<file path="config.mk">
export PLATFORM = sky130hd
export DESIGN_NAME = shift_compare_monitor
export DESIGN_NICKNAME = d
export VERILOG_FILES = /design/src/rtl/shift_compare_monitor_pkg.sv /design/src/rtl/shift_compare_monitor_sat_counter.sv /design/src/rtl/shift_compare_monitor.sv
export SDC_FILE = /design/constraint.sdc
export NUM_CORES = 1
export LEC_CHECK = 0
export ABC_AREA = 1
export ABC_CLOCK_PERIOD_IN_PS = 1900
export BUFFER_PORTS_ARGS = -buffer_cell sky130_fd_sc_hd__buf_2
export CAP_MARGIN = 40
export CELL_PAD_IN_SITES_DETAIL_PLACEMENT = 1
export CELL_PAD_IN_SITES_GLOBAL_PLACEMENT = 2
export CORE_AREA = 2 2 79 73
export DETAILED_ROUTE_END_ITERATION = 6
export DIE_AREA = 0 0 81 75
export PLACE_DENSITY = 0.81
export REMOVE_ABC_BUFFERS = 1
export SYNTH_ARGS = -nofsm -noshare
export SYNTH_HDL_FRONTEND = slang
export SYNTH_SLANG_ARGS = --single-unit
export TNS_END_PERCENT = 10
</file>
<file path="constraint.sdc">
create_clock -name clk -period 1.9 [get_ports clk]
set_clock_uncertainty 0.1 [all_clocks]
set_input_delay 0.475 -clock clk [delete_from_list [all_inputs] [get_ports clk]]
set_output_delay 0.475 -clock clk [all_outputs]
set_load 0.005 [all_outputs]
</file>
<file path="src/rtl/shift_compare_monitor_pkg.sv">
// Shared state encoding and default sizing for the shift/compare monitor.
package shift_cmp_pkg;

  typedef enum logic [1:0] {
    IDLE = 2'd0,
    RUN  = 2'd1,
    DONE = 2'd2
  } state_t;

  localparam int DEF_WINDOW = 16;
  localparam int DEF_CNT_W  = 8;

endpackage

</file>
<file path="src/rtl/shift_compare_monitor_sat_counter.sv">
// Up-counter with synchronous clear that sticks at all-ones instead of wrapping.
module sat_counter
  import shift_cmp_pkg::*;
#(
  parameter int W = DEF_CNT_W
) (
  input  logic         clk,
  input  logic         clear,
  input  logic         inc,
  output logic [W-1:0] q
);

  logic [W-1:0] q_reg;

  always_ff @(posedge clk) begin
    if (clear) begin
      q_reg <= '0;
    end else if (inc && (q_reg != '1)) begin
      q_reg <= q_reg + W'(1);
    end
  end

  assign q = q_reg;

endmodule

</file>
<file path="src/rtl/shift_compare_monitor.sv">
// Samples the blocking and nonblocking capture paths for WINDOW cycles after start,
// counting per-stage disagreements and recording where the final stages first differ.
module shift_compare_monitor
  import shift_cmp_pkg::*;
#(
  parameter int WINDOW = DEF_WINDOW,
  parameter int CNT_W  = DEF_CNT_W
) (
  input  logic             clk,
  input  logic             reset,
  input  logic             start,
  input  logic             blk_b,
  input  logic             blk_c,
  input  logic             nbk_d,
  input  logic             nbk_e,
  output logic             busy,
  output logic             done,
  output logic [CNT_W-1:0] mis_first,
  output logic [CNT_W-1:0] mis_last,
  output logic [CNT_W-1:0] first_idx,
  output logic             first_valid
);

  // The sample index is sized from WINDOW alone so a long window still terminates
  // even when the result counters are narrow.
  localparam int              IDX_W    = (WINDOW < 2) ? 1 : $clog2(WINDOW);
  localparam logic [IDX_W-1:0] LAST_IDX = IDX_W'(WINDOW - 1);

  state_t             state_reg;
  logic [IDX_W-1:0]   idx_reg;
  logic [CNT_W-1:0]   first_idx_reg;
  logic               first_valid_reg;
  logic               busy_reg;
  logic               done_reg;

  logic accept;
  logic sampling;
  logic clear_cnt;

  assign accept    = (state_reg == IDLE) && start;
  assign sampling  = (state_reg == RUN);
  assign clear_cnt = reset || accept;

  sat_counter #(.W(CNT_W)) u_cnt_first (
    .clk   (clk),
    .clear (clear_cnt),
    .inc   (sampling && (blk_b != nbk_d)),
    .q     (mis_first)
  );

  sat_counter #(.W(CNT_W)) u_cnt_last (
    .clk   (clk),
    .clear (clear_cnt),
    .inc   (sampling && (blk_c != nbk_e)),
    .q     (mis_last)
  );

  always_ff @(posedge clk) begin
    if (reset) begin
      state_reg       <= IDLE;
      idx_reg         <= '0;
      first_idx_reg   <= '0;
      first_valid_reg <= 1'b0;
      busy_reg        <= 1'b0;
      done_reg        <= 1'b0;
    end else begin
      done_reg <= 1'b0;
      case (state_reg)
        IDLE: begin
          if (start) begin
            state_reg       <= RUN;
            busy_reg        <= 1'b1;
            idx_reg         <= '0;
            first_idx_reg   <= '0;
            first_valid_reg <= 1'b0;
          end
        end
        RUN: begin
          if ((blk_c != nbk_e) && !first_valid_reg) begin
            first_idx_reg   <= CNT_W'(idx_reg);
            first_valid_reg <= 1'b1;
          end
          idx_reg <= idx_reg + IDX_W'(1);
          if (idx_reg == LAST_IDX) begin
            state_reg <= DONE;
            done_reg  <= 1'b1;
          end
        end
        DONE: begin
          state_reg <= IDLE;
          busy_reg  <= 1'b0;
        end
        default: begin
          state_reg <= IDLE;
          busy_reg  <= 1'b0;
        end
      endcase
    end
  end

  assign busy        = busy_reg;
  assign done        = done_reg;
  assign first_idx   = first_idx_reg;
  assign first_valid = first_valid_reg;

endmodule
</file>
* Word level (Yosys, flattened, before mapping) *
Index checks and enable logic that the tools add are counted.

cells by class
  muxes and demuxes = 14
  reduce and logical (&&, ||, !) cells = 15
  add/subtract/negate cells = 3
  bitwise gates (word level) = 1
  order comparisons = 0
  shift operators = 0
  divide/modulo/power cells = 0
  multiply operators = 0
  equality and inequality tests = 9

operator list
  cell                   number
  $add A8 B1 Y8 const B  2
  $mux W8                2
  $ne A8 B8 Y1 const B   2
  $pmux W8 S2            1
  $pmux W4 S2            1
  $logic_and A1 B1 Y1    6
  $reduce_and A2 Y1      3
  $add A4 B1 Y4 const B  1
  $eq A4 B4 Y1 const B   1
  $mux W1                4
  $mux W2                2
  $mux W4                1
  $ne A2 B1 Y1 const B   2
  $pmux W1 S2            2
  $pmux W2 S2            1
  $reduce_and A3 Y1      1
  $eq A2 B1 Y1 const B   1
  $logic_not A2 Y1       1
  $ne A1 B1 Y1           2
  $ne A2 B2 Y1 const B   1
  $reduce_bool A2 Y1     1
  $reduce_or A2 Y1       1
  $logic_not A1 Y1       1
  $logic_or A1 B1 Y1     1
  $not A1 Y1             1

word-level totals
  bits in writable memories = 0
  word-level logic and storage cells = 50
  input bits = 7
  memories = 0
  latch bits = 0
  bits in read-only memories = 0
  register bits = 33

* Longest topological paths before layout *
Gate-level depths: netlist of run 1.

  word-level depth = 4
  depth in mapped cells = 8

* Modules after synthesis *
A second synthesis of run 1 with hierarchy kept.

unflattened totals
  cell total of the unflattened synthesis = 234
  area total of the unflattened synthesis = 1584.0 um^2

by module, submodules not included
  module                 cells each  sequential area each (um^2)  area each (um^2)  instances
  sat_counter            77          160.2                        484.2             2
  shift_compare_monitor  80          260.2                        615.6             1

* Worst setup path before layout of run 1 *
No wires, ideal clock.

  kind = input-to-reg
  start point = input port start
  end point = register u_cnt_first.q_reg[5], in the netlist u_cnt_first.q[5]
  buffers on the path = 1
  cell stages on the path = 5
  arrival time = 1109 ps
  path slack = 578 ps
  path through = nor3b_4 -> nor2_4 -> inv_2 -> buf_4 -> nor2_1

between the ends
  cells in the longest elaborated chain, start to end = 2

RTL lines
  what                  line                                     source
  from (decl)           shift_compare_monitor.sv:11              input logic start,
  $logic_and A1 B1 Y1   shift_compare_monitor.sv:40              assign accept = (state_reg == IDLE) && start;
  $logic_or A1 B1 Y1    shift_compare_monitor.sv:42              assign clear_cnt = reset || accept;
  to (signal assigned)  shift_compare_monitor_sat_counter.sv:19  q_reg <= q_reg + W'(1);
  to (decl)             shift_compare_monitor_sat_counter.sv:13  logic [W-1:0] q_reg;

Every way passes these cells.
A chain may end at the register's enable or synchronous reset.

* Worst setup path after layout of run 1 *
  start point = register u_cnt_first.q_reg[2], in the netlist u_cnt_first.q[2]
  end point = output port mis_first[2]

RTL lines
  what       line                         source
  to (decl)  shift_compare_monitor.sv:18  output logic [CNT_W-1:0] mis_first,

No word-level cell between the ends.

==> results of run 1 <==
==> synth_stat cells <==
master,number,area (sq um)
buf_4,5,37.5
nand2_2,4,25.0
xnor2_1,2,17.5
o21ai_1,1,5.00
nand4_1,2,12.5
a22oi_1,1,7.51
nand3_4,2,35.0
xor2_1,4,35.0
dfxtp_1,29,581
conb_1,1,3.75
nand3_1,20,100
inv_2,1,3.75
inv_1,25,93.8
nor2_4,6,67.6
a21oi_2,1,8.76
nor3_1,2,10.0
nand3_2,3,30.0
o21ai_0,4,20.0
clkinv_4,1,8.76
ha_1,3,37.5
nand2_1,68,255
nand2_4,1,11.3
nor2_1,23,86.3
nor3b_4,1,18.8
a21oi_1,14,70.1
==> stage by stage <==
stage,instances,total power [uW]
5_1_grt,326,1340
3_5_place_dp,318,796
6_report,326,1270
4_1_cts,326,1290
2_1_floorplan,222,750
3_3_place_gp,318,795
==> per-layer routing <==
layer	vias to the layer above	global-route usage	share of wire
li1	772	-	-
met1	662	0.202	0.51
met2	27	0.210	0.44
met3	5	0.0360	0.041
met4	0	0.0508	0.011
met5	-	0	0
==> final cells by class <==
cell class                 instances  area, sq um  area share
clock buffer                       6         72.6      0.0389
sequential                        29          581       0.311
tap                               67         83.8      0.0449
clock inverter                     2         10.0     0.00536
timing repair buffer              29          145      0.0777
inverter                          27          106      0.0570
multi-input combinational        166          868       0.465
==> worst paths after layout <==
| path | start | to | slack (ns) |
|---|---|---|---|
| hold / removal | busy | busy | 0.37 |
| setup reg to reg | u_cnt_last.q[1] | u_cnt_last.q[3] | 0.40 |
| setup / recovery | u_cnt_first.q[2] | mis_first[2] | 0.37 |
| hold reg to reg | busy | busy | 0.37 |
==> logic make-up (layout without fill, tap and decap cells) <==
logic type               after synthesis  in the layout  share of synthesized area
buffers and inverters                 32             64                     0.0910
flip-flops                            29             29                      0.367
XOR/XNOR                               6              6                     0.0332
AND/OR/NAND/NOR                      132            132                      0.412
other                                  1              4                    0.00237
adder cells (fa/ha/maj)                3              3                     0.0237
AO/OA/AOI/OAI                         21             21                     0.0704
==> power by group <==
part           total (uW)  internal [uW]  switching, uW
registers             636            622           14.3
clock network         489            253            236
logic                 142           46.6           95.9
==> layout by cell type, fill, tap and decap left out, drive strengths merged, types with 2 or more instances in the layout <==
master	netlist	final
dfxtp	29	29
clkbuf	0	6
ha	3	3
xnor2	2	2
nor2	29	29
conb	1	4
inv	26	26
clkinv	1	3
o21ai	5	5
nor3	2	2
buf	5	29
nand2	73	73
nand3	25	25
a21oi	15	15
xor2	4	4
nand4	2	2
==> worst register-to-register path, stage by stage, from the launching register on <==
cell and delay, ns:
dfxtp_1 0.40, ha_1 0.25, nand3_1 0.16, inv_1 0.11, nand2_2 0.08, nand2_2 0.14
nand2_1 0.07, a21oi_1 0.14
==> results_dict.tcl, run 1 <==
set metrics [dict create \
    start_kind "register" \
    crit_type "register to output pin" \
    cp_data_arrival_time_ns 0.95 \
    ctsResizeCount 0 \
    antenna_found_initial 0 \
    fp.dieW_microns 81 \
    post-route-drc-count 0 \
    hold_violations 0 \
    slowest_delay_ns 0.50 \
    vdd_ir_drop_max_uv 321 \
    antenna_left 0 \
    post-route-period-util 0.804 \
    post_cts_buffers 0 \
    min_path_type "register to register" \
    io_buffers 29 \
    whs_path_depth 2 \
    worstPathMaxFanout 7 \
    cp.buffers_inverters 1 \
    first_iter_violations 32 \
    grt_max_degree 15 \
    htreeDepth 2 \
    num_vias 1466 \
    critical_path_required_ns 1.32 \
    slowest_stage "dfxtp_1" \
    syn_to_final_growth_pct 18.0 \
    grt_pass1_wl_mm 6.57 \
    core_sq_mm 0.00519 \
    grt_pass1_vias 1356 \
    drive_above_1_share 0.216 \
    worst_setup_path_end_kind "output pin" \
    cts_buffer_depth 2 \
    clkTransAtPathRegs_ns 0.06 \
    cts-root-buf "clkbuf_8" \
    fin_hold_ws_ns 0.374 \
    synth_warnings 0 \
    synth.avg_cell_area_sq_um 7.06 \
    rows 25 \
    post-place-ws_ns 0.333 \
    overflow 0 \
    p_leak_uw 0.000823 \
    status "completed" \
    layout.nets 268 \
    gp_congestion 0.748 \
    period_needed_ns 1.53 \
    setup-violations-final 0 \
    clock_latency_ns 0.28 \
    postLayoutCellArea_sq_mm 0.00187 \
    grt_usage 0.143 \
    die_y_microns 75 \
    setup_tns_ns 0 \
    post_dp_cell_area_sq_mm 0.00178 \
    final_core_util 0.360 \
    rsz0062_at_grt "false" \
    netlist_instances 224 \
    antenna_cells 0 \
    dieArea_sq_mm 0.00608 \
    io_pins 34 \
    fillCellCount 702 \
    clkSinkCount 29 \
    dp_hpwl_mm 3.04 \
    cts_buffers 5 \
    via_per_inst 4.50 \
    worst_slack_ns 0.372 \
    synth_cell_types 25 \
    ys_seq_area_frac 0.367 \
    drt-total-wl_mm 3.86 \
    crit_cells 1 \
    ys_ff_latch 29 \
    worstPathCellList "buf_2" \
    cts_tree "done" \
    start_util 0.305 \
    fmax_mhz 654 \
    cts_hold_buf 0 \
    max_cap_viol_count 0 \
    syn_area_sq_mm 0.00158 \
    avgRoutedWirePerCell_microns 11.8 \
    slew_violations 0 \
    worst_path_dominant_cell_family "flip-flops" \
    power-per-cell-area_mw_per_mm2 679 \
    reg2reg_depth 7 \
    first_pass_iters 4 \
]
Power figures use the tool's default switching activity.
==> run 2, diff against run 1 <==
- ABC_CLOCK_PERIOD_IN_PS: 1900 -> 1250
- CORE_AREA: 2 2 79 73 -> 2 2 86 79
- DIE_AREA: 0 0 81 75 -> 0 0 88 81
- PLACE_DENSITY: 0.81 -> 0.73
- clock period: 1.9 -> 1.25 ns (I/O delays scaled with it)
==> run 2 against run 1 <==
Compared with the run above: register-to-register slack lost 0.40 ns; clock power grew 77%; cell count grew 16%; the run now ends with negative setup slack left.
==> results_dict.tcl, run 2 (synthesis results as in run 1) <==
set metrics [dict create \
    status "complete, but fails checks" \
    violations "negative setup slack" \
    fmax_mhz 778 \
    vdd_ir_drop_max_uv 553 \
    met1_length_mm 2.02 \
    antenna_left 0 \
    setup_tns_ns -0.0974 \
    fp.dieW_microns 88 \
    whs_path_depth 2 \
    drive_above_1_share 0.417 \
    gp_congestion 0.710 \
    clkTransAtPathRegs_ns 0.06 \
    htreeDepth 2 \
    startpoint "u_cnt_last.q[0]" \
    setup-violations-final 9 \
    start_kind "register" \
    grt_pass1_wl_mm 6.96 \
    dieArea_sq_mm 0.00713 \
    route.met3.wl_microns 141 \
    syn_to_final_growth_pct 48.3 \
    antenna_cells 0 \
    io_buffers 29 \
    rsz0062_at_grt "true" \
    crit_type "register to output pin" \
    io_pins 34 \
    post-place-ws_ns -0.0865 \
    grt_max_degree 15 \
    post-route-drc-count 0 \
    dp_hpwl_mm 3.23 \
    post-route-period-util 1.03 \
    cts_buffer_depth 2 \
    cp_data_arrival_time_ns 0.87 \
    final_common_cell "nand2_1" \
    crit-reg2reg-launch "u_cnt_first.q[0]" \
    overflow 0 \
    worst_slack_ns -0.0360 \
    worst_setup_path_end_kind "output pin" \
    core_sq_mm 0.00634 \
    clkSinkCount 29 \
    first_iter_violations 45 \
    slew_violations 0 \
    highest_layer "met4" \
    fin_hold_ws_ns 0.205 \
    final_core_util 0.370 \
    final_cell_mix "65 x nand2_1, 22 x inv_1, 20 x buf_6" \
    num_vias 1580 \
    critical_path_required_ns 0.84 \
    power-per-cell-area_mw_per_mm2 903 \
    period_needed_ns 1.29 \
    hold_violations 0 \
    first_pass_iters 4 \
    avgRoutedWirePerCell_microns 11.0 \
    cts_buffers 5 \
    rows 28 \
    grt_pass1_vias 1546 \
    via_per_inst 4.18 \
    max_cap_viol_count 0 \
    p_leak_uw 0.00101 \
    min_path_type "input port to register" \
    wl_met2_mm 1.94 \
    start_util 0.249 \
    antenna_found_initial 0 \
    worstPathMaxFanout 4 \
    clock_latency_ns 0.28 \
    die_y_microns 81 \
    layout.nets 297 \
    cts-root-buf "clkbuf_8" \
    drt-total-wl_mm 4.16 \
    holdCritStartpoint "reset" \
    grt_usage 0.127 \
    reg2reg_depth 6 \
    cts_tree "done" \
    cts_hold_buf 0 \
]
## run 2: cell types whose count changed in the layout (fill, tap and decap cells not counted), moves of 3 or more
cell / previous run / this run
buf_2: 29 / 19
buf_4: 0 / 18
buf_6: 0 / 20
dfxtp_1: 29 / 13
dfxtp_2: 0 / 15
inv_1: 25 / 22
inv_2: 1 / 4
nand2_1: 68 / 65
nor2_1: 23 / 17
nor2_2: 0 / 6
## run 2: power breakdown
part	internal, uW	leakage [uW]	total, uW	switching [uW]
Sequential	945	0.000243	965	20.6
Combinational	120	0.000713	288	168
Clock	497	0.0000542	865	368
Total	1560	0.00101	2120	557
## run 2: final cells by class
cell class                 instances  area (sq um)
fill                             810          4000
multi-input combinational        166           946
clock buffer                       7          96.3
tap                               90           113
inverter                          27           106
sequential                        29           603
clock inverter                     1          5.00
timing repair buffer              58           475
## run 2: metal layers
metal | global-route usage | vias to the layer above
met5 | 0 | -
met4 | 0.0462 | 0
met3 | 0.0315 | 8
met2 | 0.219 | 24
met1 | 0.152 | 723
li1 | - | 825
## run 2: worst paths after layout
check,endpoint,slack (ns)
worst min-delay path,idx_reg[3],0.20
worst max register to register,u_cnt_first.q[0],0
worst max-delay path,mis_last[0],-0.04
worst min register to register,first_idx[0],0.37
## run 2: repair_timing
item	4_1_cts	5_1_grt
resized for setup	34	25
endpoints found under the setup margin	34	36
pin swaps	4	5
hold endpoints to repair	0	0
buffers inserted	1	1
## run 2: worst max-delay path, cell delays in order, from the launching register on
cell and delay, ns:
dfxtp_2 0.34, buf_4 0.14, buf_2 0.12
## run 2: through the flow
| step | std cells | instance area, sq um | total power [uW] |
|---|---|---|---|
| floorplan | 222 | 1560 | 1140 |
| global placement | 369 | 2040 | 1260 |
| detailed placement | 369 | 2040 | 1260 |
| CTS | 377 | 2250 | 2160 |
| global route | 378 | 2340 | 2230 |
| finish | 378 | 2340 | 2120 |
